**config.mk**
```make
export PLATFORM = sky130hd
export DESIGN_NAME = dnn_input_loader
export DESIGN_NICKNAME = d
export VERILOG_FILES = /design/src/rtl/dnn_pkg.sv /design/src/rtl/dnn_input_loader.sv
export SDC_FILE = /design/constraint.sdc
export NUM_CORES = 1
export LEC_CHECK = 0
export CAP_MARGIN = 40
export CORE_MARGIN = 2
export CORE_UTILIZATION = 44
export CTS_BUF_LIST = sky130_fd_sc_hd__clkbuf_4
export DETAILED_ROUTE_END_ITERATION = 7
export GPL_TIMING_DRIVEN = 0
export PLACE_DENSITY_LB_ADDON = 0.05
export SLEW_MARGIN = 40
export SYNTH_ARGS = -nofsm -noshare
export SYNTH_HDL_FRONTEND = slang
export SYNTH_SLANG_ARGS = --single-unit
```
**constraint.sdc**
```tcl
create_clock -name clk -period 1.45 [get_ports clk]
set_input_delay 0.3625 -clock clk [delete_from_list [all_inputs] [get_ports clk]]
set_output_delay 0.3625 -clock clk [all_outputs]
set_load 0.01 [all_outputs]
```
**src/rtl/dnn_pkg.sv**
```systemverilog
`default_nettype none
// ============================================================================
// dnn_pkg : shared types and constants for the DNN input-loader front end
// Rev 1.0
// ============================================================================
package dnn_pkg;

  typedef enum logic [1:0] {
    FILL  = 2'd0,
    HOLD  = 2'd1,
    ISSUE = 2'd2
  } loader_state_e;

  localparam int NUM_LANES  = 4;
  localparam int LANE_IDX_W = 2;

endpackage : dnn_pkg
`default_nettype wire

```
**src/rtl/dnn_input_loader.sv**
```systemverilog
`default_nettype none
// ============================================================================
// dnn_input_loader : packs a valid/ready sample stream into a 4-lane vector
//                    and strobes it into the input layer for one cycle
// Rev 1.0
// ============================================================================
module dnn_input_loader
  import dnn_pkg::*;
#(
  parameter int DATA_WIDTH      = 5,
  parameter int FRAME_CNT_WIDTH = 8
) (
  input  logic                              clk,
  input  logic                              rst_n,
  input  logic                              s_valid,
  output logic                              s_ready,
  input  logic signed [DATA_WIDTH-1:0]      s_data,
  input  logic                              s_last,
  input  logic                              layer_busy,
  output logic signed [DATA_WIDTH-1:0]      in0,
  output logic signed [DATA_WIDTH-1:0]      in1,
  output logic signed [DATA_WIDTH-1:0]      in2,
  output logic signed [DATA_WIDTH-1:0]      in3,
  output logic                              input_ready,
  output logic        [FRAME_CNT_WIDTH-1:0] frame_count,
  output logic                              short_frame
);

  loader_state_e                             state_q, state_d;
  logic [LANE_IDX_W-1:0]                     lane_idx_q, lane_idx_d;
  logic [NUM_LANES-1:0][DATA_WIDTH-1:0]      lanes_q, lanes_d;
  logic [FRAME_CNT_WIDTH-1:0]                frame_count_q, frame_count_d;
  logic                                      short_frame_q, short_frame_d;

  logic w_accept;
  logic w_frame_done;

  assign w_accept     = s_valid && (state_q == FILL);
  assign w_frame_done = (lane_idx_q == LANE_IDX_W'(NUM_LANES - 1)) || s_last;

  always_ff @(posedge clk or negedge rst_n) begin
    if (!rst_n) begin
      state_q       <= FILL;
      lane_idx_q    <= '0;
      lanes_q       <= '0;
      frame_count_q <= '0;
      short_frame_q <= 1'b0;
    end else begin
      state_q       <= state_d;
      lane_idx_q    <= lane_idx_d;
      lanes_q       <= lanes_d;
      frame_count_q <= frame_count_d;
      short_frame_q <= short_frame_d;
    end
  end

  always_comb begin
    state_d       = state_q;
    lane_idx_d    = lane_idx_q;
    lanes_d       = lanes_q;
    frame_count_d = frame_count_q;
    short_frame_d = short_frame_q;

    unique case (state_q)
      FILL: begin
        if (w_accept) begin
          // The first sample of a frame wipes the previous vector so a short
          // frame leaves zeros in its unwritten lanes.
          if (lane_idx_q == '0) begin
            lanes_d = '0;
          end
          lanes_d[lane_idx_q] = s_data;
          if (w_frame_done) begin
            if (lane_idx_q != LANE_IDX_W'(NUM_LANES - 1)) begin
              short_frame_d = 1'b1;
            end
            state_d = layer_busy ? HOLD : ISSUE;
          end else begin
            lane_idx_d = lane_idx_q + LANE_IDX_W'(1);
          end
        end
      end
      HOLD: begin
        if (!layer_busy) begin
          state_d = ISSUE;
        end
      end
      ISSUE: begin
        state_d       = FILL;
        lane_idx_d    = '0;
        frame_count_d = frame_count_q + FRAME_CNT_WIDTH'(1);
      end
      default: begin
        state_d    = FILL;
        lane_idx_d = '0;
      end
    endcase
  end

  // Handshake and strobe decode from the state register only.
  always_comb begin
    s_ready     = (state_q == FILL);
    input_ready = (state_q == ISSUE);
  end

  assign in0         = lanes_q[0];
  assign in1         = lanes_q[1];
  assign in2         = lanes_q[2];
  assign in3         = lanes_q[3];
  assign frame_count = frame_count_q;
  assign short_frame = short_frame_q;

endmodule : dnn_input_loader
`default_nettype wire

```
# Yosys cells after proc, flatten, opt, wreduce, memory -nomap -nowiden
# Cells that the tools add are included.
# Widths: inputs -> output; s select.
totals:
  register_bits: 33
  latch_bits: 0
  ramBits: 0
  mem_bits_ro: 0
  out_inout_bits: 31
  wordCells: 44
  memories: 0
classes:
  addsub: 2
  n_mul: 0
  div_mod_pow: 0
  n_lt_le_gt_ge: 2
  n_eq_ne: 8
  n_shift: 0
  muxes: 14
  bitwise_logic: 1
  reduce_logical: 9
op_table:
  columns: ["op", "n"]
  rows:
  - ["$mux 20", 3]
  - ["$bwmux 20", 1]
  - ["$mux 2", 6]
  - ["$demux 5 s2", 1]
  - ["$add 8x1->8 const B", 1]
  - ["$pmux 2 s2", 2]
  - ["$ne 2x2->1 const B", 3]
  - ["$reduce_and 3->1", 2]
  - ["$mux 5", 1]
  - ["$eq 2x2->1 const B", 2]
  - ["$logic_not 2->1", 2]
  - ["$ne 2x1->1 const B", 2]
  - ["$reduce_and 4->1", 1]
  - ["$lt 2x3->1 const B", 1]
  - ["$add 2x1->2 const B", 1]
  - ["$eq 2x1->1 const B", 1]
  - ["$ge 2x1->1 const B", 1]
  - ["$logic_and 1x1->1", 2]
  - ["$reduce_and 2->1", 1]
  - ["$logic_or 1x1->1", 1]
  - ["$not 1->1", 1]

# Logic depth before layout (Yosys ltp)
depth:
  depth_word: 5
  ltp_mapped: 6

# Least setup slack after synthesis
# OpenSTA, ideal clock, no wires.
synth_path:
  kind: "flip-flop to flip-flop"
  start: "register lane_idx_q[0]"
  end: "register lanes_q (netlist bit in3[0])"
  setup_time_ps: 119
  t_arrival_ps: 1493
  required_time_ps: 1331
  path_slack_ps: -162
  path_stages_with_launch: 7
  n_path_buf: 1
  period_less_slack_ps: 1612
  path_cell_list: "dfrtp_1 -> inv_1 -> ha_1 -> or4b_1 -> buf_4 -> nand2_1 -> o21ai_2"
synth_via:
  elab_chain_len: 5
  word_cells_on_any_way: 10
  cone_classes: "order compare: 2; mux: 6; reduce/logical: 2"
synth_lines:
  columns: ["item", "line", "source"]
  rows:
  - ["from (decl)", "dnn_input_loader.sv:30", "logic [LANE_IDX_W-1:0] lane_idx_q, lane_idx_d;"]
  - ["from (signal assigned)", "dnn_input_loader.sv:50", "lane_idx_q <= lane_idx_d;"]
  - ["$lt 2x3->1 (not written as such), or another cell as far along", "dnn_input_loader.sv:72", "lanes_d[lane_idx_q] = s_data;"]
  - ["$logic_and 1x1->1 (not written as such) or $mux 20 (tied branches)", "dnn_input_loader.sv:72, dnn_input_loader.sv:69", null]
  - ["$mux 5 (not written as such) or $mux 20 (tied branches)", "dnn_input_loader.sv:72, dnn_input_loader.sv:66", null]
  - ["$demux 5 s2 or $mux 20 (tied branches)", "dnn_input_loader.sv:72, dnn_input_loader.sv:64", null]
  - ["$bwmux 20 (*)", "dnn_input_loader.sv:72", null]
  - ["to (signal assigned)", "dnn_input_loader.sv:51", "lanes_q <= lanes_d;"]
  - ["to (decl)", "dnn_input_loader.sv:31", "logic [NUM_LANES-1:0][DATA_WIDTH-1:0] lanes_q, lanes_d;"]
# Mark *: on every way between the ends. The rest lies on a longest branch, timed or not. The select of a mux whose other input is x is not followed.
# A chain may end at the register's enable or synchronous reset.

# Worst setup path after layout
layout_path:
  start: "register lane_idx_q[0]"
  end: "register lanes_q (netlist bit in3[1])"
# The elaborated chain is that of the path after synthesis.

==> results_dict.tcl <==
set metrics [dict create \
    die_y_um 60.7 \
    rsz0062_at_grt "true" \
    drtIter0Drc 33 \
    synth_top_family_by_area "simple AND/OR/NAND/NOR gates" \
    power_density_nw_per_um2 1670 \
    antenna_found_initial 0 \
    worstSetupStartpointType "flop" \
    wl_per_cell_um 14.1 \
    synth_top_area_frac 0.585 \
    synth_mux_area_frac 0.0549 \
    crit_path_top_delay_cell "or4b_4" \
    slowest_delay_ns 0.51 \
    tightest_slew_ns 0.359 \
    max_cap_viol_count 0 \
    wl_met3_um 174 \
    initial_utilization 0.463 \
    drive_above_1_share 0.391 \
    ys_ff_latch 33 \
    failed_checks "negative setup slack" \
    grt_max_degree 23 \
    fin_util 0.730 \
    yosys_warnings 0 \
    yosys.area_share.adder 0.0443 \
    finClkSkew_ns 0.00627 \
    clock-root-buffer "clkbuf_4" \
    cts_tree "built" \
    final_area_um2 2230 \
    area_growth_pct 57.8 \
    grt_pass1_wl_um 5310 \
    grt_pass1_vias 1138 \
    die-area_um2 3680 \
    pwr-share-seq 0.378 \
    pin_count 41 \
    layout_worst_path_cycle_share 1.09 \
    clk_pin_slew_worst_paths_ns 0.10 \
    clkLatencyLatePin_ns 0.33 \
    drt-met1-wl_um 1370 \
    synth-compound-area-share 0.112 \
    routed-wl-met2_um 1640 \
    vias 1117 \
    max_freq_mhz 633 \
    highest_layer "met4" \
    die_w_um 60.7 \
    p_sw_w 0.00126 \
    core_area_um2 3050 \
    worst-setup-path-type "flop to flop" \
    cp_cell_sequence "inv_2 -> ha_4 -> or4b_4 -> buf_6 -> nand2_2 -> o21ai_2" \
    fin_ws_ns -0.129 \
    dpl_cell_area_um2 1900 \
    crit_family "simple AND/OR/NAND/NOR gates" \
    synth_cell_types 28 \
    hp-class "input port to async pin" \
    p_sw_frac 0.339 \
    syn_area_um2 1410 \
    synth_cells 111 \
    rows 20 \
    avgSynthCellArea_um2 12.7 \
    irDropWorstVdd_uv 805 \
    gp_congestion 0.751 \
    slew_headroom 0.759 \
    endpoint_kind "flop" \
    cts_buffers 5 \
    finalSetupViolCount 11 \
    min_period_ns 1.58 \
    diodes 0 \
    synth.area.top_cells "dfrtp_1, a22o_1, mux2_2, ha_1, xnor2_1" \
    htree_levels 2 \
    reg2reg_depth 6 \
    dr.pass1.iters 4 \
    portBuffers 40 \
    ys_seq_area_frac 0.585 \
    routed_via_density 4.90 \
    hold_viol 0 \
    power_frac_comb 0.488 \
    path_buf_inv 2 \
    p_leak_nw 1.11 \
    clock-sinks 33 \
    synth_top_area_cell "dfrtp_1" \
    grt.total_usage 0.200 \
    layout.nets 198 \
    outcome "complete, but fails checks" \
    maxSlewViolCount 0 \
    syn-num-nets 126 \
    synthXorXnorAreaFrac 0.0496 \
    dp_hpwl_um 2060 \
    routed_wl_um 3220 \
    synthSimpleGateAreaFrac 0.125 \
    cts_buffer_depth 2 \
    power.internal_w 0.00246 \
    overflow 0 \
    cp.depth 6 \
    postRouteAntennaNets 0 \
    setup_tns_ns -1.03 \
    crit_fanout 5 \
    arrival_ns 1.80 \
    drc 0 \
    crit_required_ns 1.67 \
    p_clk_frac 0.135 \
]
==> power by group through the flow <==
stage	clock [W]	combinational (W)	sequential, W
global route	0.000553	0.00198	0.00144
finish	0.000500	0.00181	0.00141
CTS	0.000523	0.00172	0.00141
detailed placement	0	0.00141	0.00148
global placement	0	0.00138	0.00147
floorplan	0	0.000557	0.00158
==> routing by layer <==
metal	vias to the layer above	global-route usage
li1	538	-
met1	540	0.258
met2	35	0.324
met3	4	0.0618
met4	0	0.0621
met5	-	0
==> final timing paths <==
path	slack [ns]	end	from
setup / recovery	-0.13	in3[1]	lane_idx_q[0]
hold / removal	0.47	in3[3]	rst_n
setup reg to reg	-0.13	in3[1]	lane_idx_q[0]
hold reg to reg	0.47	short_frame	short_frame
max in group asynchronous	0.57	in0[2]	rst_n
min in group clk	0.47	short_frame	short_frame
==> per-stage QoR <==
stage	worst slack, ns	power (W)	hold slack [ns]	cells
floorplan	-0.154	0.00213	0.0669	111
global placement	-0.584	0.00284	0.451	195
detailed placement	-0.591	0.00289	0.283	196
CTS	-0.163	0.00365	0.449	223
global route	-0.196	0.00398	0.487	228
finish	-0.129	0.00372	0.467	228
==> cells in the mapped netlist <==
master and instances:
a22o_1 10, a31o_2 1, and2_1 3, and3_1 1, and4b_1 1, buf_2 1
buf_4 1, buf_6 1, clkbuf_1 2, dfrtp_1 33, ha_1 5, inv_1 3
mux2_2 6, mux2i_1 1, nand2_1 12, nand4_1 4, nor2_1 4, nor2b_1 1
nor3_1 1, nor3b_1 1, nor3b_2 1, nor4b_2 1, o21a_1 1, o21ai_0 2
o21ai_2 5, or4b_1 1, xnor2_1 7, xor2_1 1
==> cells in the final DEF (no fill, tap or decap), drive strengths merged, types with 4 or more instances in the layout <==
cell / n
clkbuf: 6
dfrtp: 33
xnor2: 7
mux2: 6
a22o: 10
clkdlybuf4s50: 7
nand2: 12
dlygate4sd2: 30
nor2: 4
o21ai: 7
ha: 5
buf: 32
nand4: 4
==> final cells by class <==
cell class                 instances  area, um2
fill                             237        825
clock inverter                     2       10.0
sequential                        33        827
tap                               44       55.1
inverter                           3       11.3
timing repair buffer              69        626
buffer                             1       11.3
clock buffer                       6       45.0
multi-input combinational         70        643
==> flip-flops by register name, indices dropped and copies added (netlist names) <==
name	count
frame_count	8
in0	5
in1	5
in2	5
in3	5
lane_idx_q	2
state_q	2
short_frame	1
==> what timing repair did <==
| item | 4_1_cts | 5_1_grt |
|---|---|---|
| hold buffers | 1 | 0 |
| gates resized for setup | 70 | 8 |
| cloned | 1 | 0 |
| endpoints found under the hold margin | 11 | 0 |
| pin swaps | 12 | 9 |
| setup endpoints to repair | 53 | 23 |
| setup buffers | 18 | 8 |
==> kinds of logic after synthesis <==
logic type,count (synthesis)
compound gates,19
xor+xnor,8
fa+ha+maj,5
buf+inv,8
flops,33
mux,7
simple gates,31
(Power assumes the default switching activity.)
